**src/rtl/mux4_sel_ctrl_if.sv**
```systemverilog
// Handshake and select bundle between the round-robin sequencer, its requesters,
// the downstream 4:1 mux and the sample consumer.
interface mux4_sel_ctrl_if #(
  parameter int DWELL_W = 4
);
  logic               en;
  logic [3:0]         req;
  logic [DWELL_W-1:0] dwell;
  logic               ready;
  logic               s1;
  logic               s0;
  logic [3:0]         grant;
  logic               valid;
  logic               busy;

  // The sequencer itself drives the mux selects and the presentation handshake.
  modport master (
    input  en, req, dwell, ready,
    output s1, s0, grant, valid, busy
  );

  modport slave (
    output en, req, dwell, ready,
    input  s1, s0, grant, valid, busy
  );
endinterface

```
**src/rtl/mux4_sel_ctrl.sv**
```systemverilog
// Round-robin channel sequencer for a 4:1 mux: grants a channel, holds the
// registered selects for a programmable dwell, then presents with valid/ready.
module mux4_sel_ctrl #(
  parameter int DWELL_W = 4
) (
  input  logic           clk,
  input  logic           rst_n,
  mux4_sel_ctrl_if.master bus
);

  typedef enum logic [1:0] {
    ST_IDLE    = 2'd0,
    ST_HOLD    = 2'd1,
    ST_PRESENT = 2'd2
  } state_t;

  state_t             r_state;
  logic [DWELL_W-1:0] r_cnt;
  logic [1:0]         r_sel;
  logic [1:0]         r_last_ch;
  logic [3:0]         r_grant;
  logic               r_valid;

  state_t             w_state_nxt;
  logic [DWELL_W-1:0] w_cnt_nxt;
  logic [1:0]         w_sel_nxt;
  logic [1:0]         w_last_nxt;
  logic [3:0]         w_grant_nxt;
  logic               w_valid_nxt;
  logic               w_start;
  logic [1:0]         w_pick_base;
  logic [1:0]         w_pick;

  // First set request bit at or after (last + 1), wrapping 3 -> 0.
  function automatic logic [1:0] rr_pick(input logic [3:0] req_v, input logic [1:0] last);
    logic [1:0] idx;
    logic       found;
    rr_pick = last + 2'd1;
    found   = 1'b0;
    for (int k = 1; k <= 4; k++) begin
      idx = last + 2'(k);
      if (!found && req_v[idx]) begin
        rr_pick = idx;
        found   = 1'b1;
      end
    end
  endfunction

  always_comb begin
    // NOTE: every output of this block is defaulted first so no path can infer a latch.
    w_state_nxt = r_state;
    w_cnt_nxt   = r_cnt;
    w_sel_nxt   = r_sel;
    w_last_nxt  = r_last_ch;
    w_grant_nxt = r_grant;
    w_valid_nxt = r_valid;
    w_start     = 1'b0;
    w_pick_base = r_last_ch;

    unique case (r_state)
      ST_IDLE: begin
        w_start = bus.en && (|bus.req);
      end
      ST_HOLD: begin
        if (r_cnt != '0) begin
          w_cnt_nxt = r_cnt - DWELL_W'(1);
        end else begin
          w_state_nxt = ST_PRESENT;
          w_valid_nxt = 1'b1;
        end
      end
      ST_PRESENT: begin
        if (bus.ready) begin
          // The pointer advances on this edge, so a back-to-back pick already uses it.
          w_last_nxt  = r_sel;
          w_pick_base = r_sel;
          w_valid_nxt = 1'b0;
          w_grant_nxt = 4'b0000;
          w_state_nxt = ST_IDLE;
          w_start     = bus.en && (|bus.req);
        end
      end
      default: begin
        w_state_nxt = ST_IDLE;
        w_grant_nxt = 4'b0000;
        w_valid_nxt = 1'b0;
      end
    endcase

    w_pick = rr_pick(bus.req, w_pick_base);

    if (w_start) begin
      w_state_nxt = ST_HOLD;
      w_sel_nxt   = w_pick;
      w_grant_nxt = 4'b0001 << w_pick;
      w_cnt_nxt   = bus.dwell;
    end
  end

  // NOTE: sequential state uses non-blocking assignments so all registers update together.
  always_ff @(posedge clk or negedge rst_n) begin
    if (!rst_n) begin
      r_state   <= ST_IDLE;
      r_cnt     <= '0;
      r_sel     <= 2'd0;
      r_last_ch <= 2'd3;
      r_grant   <= 4'b0000;
      r_valid   <= 1'b0;
    end else begin
      r_state   <= w_state_nxt;
      r_cnt     <= w_cnt_nxt;
      r_sel     <= w_sel_nxt;
      r_last_ch <= w_last_nxt;
      r_grant   <= w_grant_nxt;
      r_valid   <= w_valid_nxt;
    end
  end

  assign bus.s1    = r_sel[1];
  assign bus.s0    = r_sel[0];
  assign bus.grant = r_grant;
  assign bus.valid = r_valid;
  assign bus.busy  = (r_state != ST_IDLE);

endmodule

```
**src/flat_wrapper.sv**
```systemverilog
// flat-port wrapper written by rule: the top's interface ports become plain ports
module mux4_sel_ctrl_flat 
#(
  parameter int DWELL_W = 4
)
  (clk, rst_n, bus_en, bus_req, bus_dwell, bus_ready, bus_s1, bus_s0, bus_grant, bus_valid, bus_busy);
  mux4_sel_ctrl_if #(.DWELL_W(DWELL_W)) bus_i ();
  input  logic clk;
  input  logic rst_n;
  input wire logic [$bits(bus_i.en)-1:0] bus_en;
  input wire logic [$bits(bus_i.req)-1:0] bus_req;
  input wire logic [$bits(bus_i.dwell)-1:0] bus_dwell;
  input wire logic [$bits(bus_i.ready)-1:0] bus_ready;
  output wire logic [$bits(bus_i.s1)-1:0] bus_s1;
  output wire logic [$bits(bus_i.s0)-1:0] bus_s0;
  output wire logic [$bits(bus_i.grant)-1:0] bus_grant;
  output wire logic [$bits(bus_i.valid)-1:0] bus_valid;
  output wire logic [$bits(bus_i.busy)-1:0] bus_busy;
  assign bus_i.en = bus_en;
  assign bus_i.req = bus_req;
  assign bus_i.dwell = bus_dwell;
  assign bus_i.ready = bus_ready;
  assign bus_s1 = bus_i.s1;
  assign bus_s0 = bus_i.s0;
  assign bus_grant = bus_i.grant;
  assign bus_valid = bus_i.valid;
  assign bus_busy = bus_i.busy;
  mux4_sel_ctrl #(.DWELL_W(DWELL_W)) u_core (.clk(clk), .rst_n(rst_n), .bus(bus_i));
endmodule
```
**config.mk**
```make
export PLATFORM = sky130hd
export DESIGN_NAME = mux4_sel_ctrl_flat
export DESIGN_NICKNAME = d
export VERILOG_FILES = /design/src/rtl/mux4_sel_ctrl_if.sv /design/src/rtl/mux4_sel_ctrl.sv /design/src/flat_wrapper.sv
export SDC_FILE = /design/constraint.sdc
export NUM_CORES = 1
export LEC_CHECK = 0
export BUFFER_PORTS_ARGS = -buffer_cell sky130_fd_sc_hd__buf_2
export CAP_MARGIN = 20
export CORE_MARGIN = 1
export CORE_UTILIZATION = 45
export DETAILED_ROUTE_END_ITERATION = 12
export HOLD_SLACK_MARGIN = 0.05
export PLACE_DENSITY = 0.73
export SLEW_MARGIN = 0
export SYNTH_ARGS = -nofsm -noshare
export SYNTH_HDL_FRONTEND = slang
export SYNTH_SLANG_ARGS = --single-unit
```
**constraint.sdc**
```tcl
create_clock -name clk -period 2.3 [get_ports clk]
set_input_delay 0.345 -clock clk [delete_from_list [all_inputs] [get_ports clk]]
set_output_delay 0.345 -clock clk [all_outputs]
set_load 0.005 [all_outputs]
```
==> results.yml <==
status:
  outcome: "complete, no violations"
finish:
  final_layout_size_suffix_gt1_share_pct: 30.3
  fin_area_sq_um: 1070
  nets: 124
  syn_to_final_growth_pct: 18.9
  final_util_pct: 59.3
  seq_area_sq_um: 378
  antenna_cells: 0
  multi_input_area_sq_um: 505
  fillerInstances: 173
route:
  routedWlPerCell_um: 13.8
  viasPerCell: 5.59
  drc: 0
  wl_um: 1840
  drt_iter0_drc: 11
  ant_nets: 0
  first_pass_iters: 4
  vias: 749
critical_path:
  crit_slowest_cell: "dfrtp_1"
  crit_required_ps: 2480
  endpoint_kind: "register"
  worst_setup_path_start_kind: "register"
  worstPathMaxFanout: 10
  crit_type: "reg -> reg"
  critPathArrivalTime_ps: 2090
  max_stage_delay_ps: 480
  path_cells: "or2b_1, nand3b_2, a21oi_2, o21ai_0, a22o_1"
cts:
  cts_sinks: 15
  cts_inserted_buffers: 3
  cts_resized: 0
  clk_latency_ps: 280
  path_clk_slew_ps: 90
  post-cts-setup-buffers: 0
  cts_max_level: 1
  ctsHoldBuffers: 1
  cts_buffer_depth: 2
  root_buffer: "clkbuf_4"
  cts_tree: "yes"
global_route:
  grt_pass1_vias: 706
  antenna_found_initial: 0
  overflow: 0
  grtUsageTotal_pct: 20.5
  grt_pass1_wl_um: 3130
  grt_max_degree: 16
run:
  maxCapViolations: 0
sta:
  fin_worst_skew_ps: 1.59
  finalSetupTns_ps: 0
  finalCritPeriodShare_pct: 83.3
  holdWs_ps: 261
  hold_viol_final: 0
  setup_ws_ps: 384
  setup_viol_count_final: 0
  slew_violations: 0
  max_slew.worst_pin.slew_ps: 496
  fmax_ghz: 0.522
  min_period_ps: 1920
  slew_headroom_pct: 66.6
  rsz0062_at_grt: "false"
place:
  dp.final_hpwl_um: 1350
  io_buffers: 19
  gp_congestion: 0.816
  placed_area_sq_um: 1030
  dp_worst_setup_slack_ps: 412
floorplanning:
  dieWidth_um: 46.7
  ios: 20
  fp.dieH_um: 46.7
  start_util_pct: 49.9
  num_rows: 15
  fp.coreArea_sq_um: 1800
  die-area_sq_um: 2180
yosys:
  synth_top_cell_area_share_pct: 36.2
  synth.most_common_cell: "dfrtp_1"
  yosys-top-cells-count: "dfrtp_1 (13), nor2_1 (6), o21ai_0 (6)"
  seq_area_frac_synth_pct: 42.1
  yosys.area.top_type: "dfrtp_1"
  synthTopCellsByArea: "dfrtp_1 (36%), dfstp_2 (5.8%), o21ai_0 (3.3%)"
  syn_area_sq_um: 898
  synthCells: 84
  ys_ff_latch: 15
  synthFlopType: "dfrtp_1"
  async_reset_ff_share_pct: 100
  synth_warnings: 0
  synth_nets: 98
  ys_types: 37
  synth_edf_count: 0
  synth_area_per_cell_sq_um: 10.7
power_and_ir_drop:
  ir_worst_vdd_uv: 698
  leakage_nw: 0.505
  powerDensity_nw_per_um2: 1250
min_path:
  worst_hold_path_type: "in -> reg"
==> final timing paths <==
path,from,to,slack [ps],depth (start not counted)
worst max-delay path,u_core.r_state[1]$_DFFE_PN0P_,u_core.bus.grant[2]$_DFFE_PN0P_,380,5
worst min-delay path,bus_dwell[1],u_core.r_cnt[1]$_DFFE_PN0P_,260,2
worst max register to register,u_core.r_state[1]$_DFFE_PN0P_,u_core.bus.grant[2]$_DFFE_PN0P_,380,5
worst min register to register,u_core.bus.grant[1]$_DFFE_PN0P_,u_core.bus.grant[1]$_DFFE_PN0P_,490,1
max in group asynchronous,rst_n,u_core.r_last_ch[0]$_DFF_PN1_,1510,2
min in group asynchronous,rst_n,u_core.r_cnt[1]$_DFFE_PN0P_,490,2
==> state kept, by name (all words and copies together) (netlist names) <==
name and cells:
u_core.bus.grant 4, u_core.r_cnt 4, u_core.r_last_ch 2, u_core.r_sel 2
u_core.r_state 2, u_core.bus.valid 1
==> cell families after synthesis <==
kind of cell / Yosys count / synth area share, %
AO/OA/AOI/OAI: 28 / 24.5
XOR/XNOR: 4 / 3.90
adder cells (fa/ha/maj): 2 / 2.79
buffers and inverters: 4 / 1.67
flip-flops: 15 / 42.1
multiplexers: 5 / 6.82
AND/OR/NAND/NOR: 26 / 18.2
==> metrics by stage <==
step / std cells / total power [mW]
2_1_floorplan: 84 / 0.969
3_3_place_gp: 129 / 1.16
3_5_place_dp: 129 / 1.17
4_1_cts: 134 / 1.34
5_1_grt: 134 / 1.46
6_report: 134 / 1.33
==> layout by cell type (no fill, tap or decap), types with 3 or more instances in the layout <==
| cell | count |
|---|---|
| inv_1 | 4 |
| nor2_1 | 6 |
| dfrtp_1 | 13 |
| nand2b_1 | 4 |
| buf_2 | 19 |
| nor3b_1 | 3 |
| a21oi_1 | 3 |
| nand2_1 | 5 |
| o21ai_0 | 6 |
| clkbuf_4 | 3 |
| a21o_1 | 3 |
| o2bb2ai_1 | 3 |
==> layer usage <==
| layer | track usage, % | vias up | wire [um] |
|---|---|---|---|
| li1 | - | 364 | - |
| met1 | 30.7 | 360 | 943 |
| met2 | 29.2 | 23 | 813 |
| met3 | 3.53 | 2 | 72 |
| met4 | 8.00 | 0 | 13 |
| met5 | 0 | - | 0 |
==> report_power, final <==
part	switching (mW)	leakage, nW	internal (mW)
clock network	0.0867	0.0150	0.0673
registers	0.124	0.177	0.398
logic	0.308	0.313	0.349
==> cell type report <==
type / instances / area share, %
Sequential cell: 15 / 35.4
Timing Repair Buffer: 21 / 10.5
Clock buffer: 4 / 2.46
Multi-Input combinational cell: 65 / 47.3
Inverter: 4 / 1.41
Tap cell: 25 / 2.93
==> critical path: cells and delay by family (launching register included) <==
family	cells	cell delay, ps
flops	1	480
compound gates	3	980
simple gates	2	350
Power figures use the tool's default switching activity.
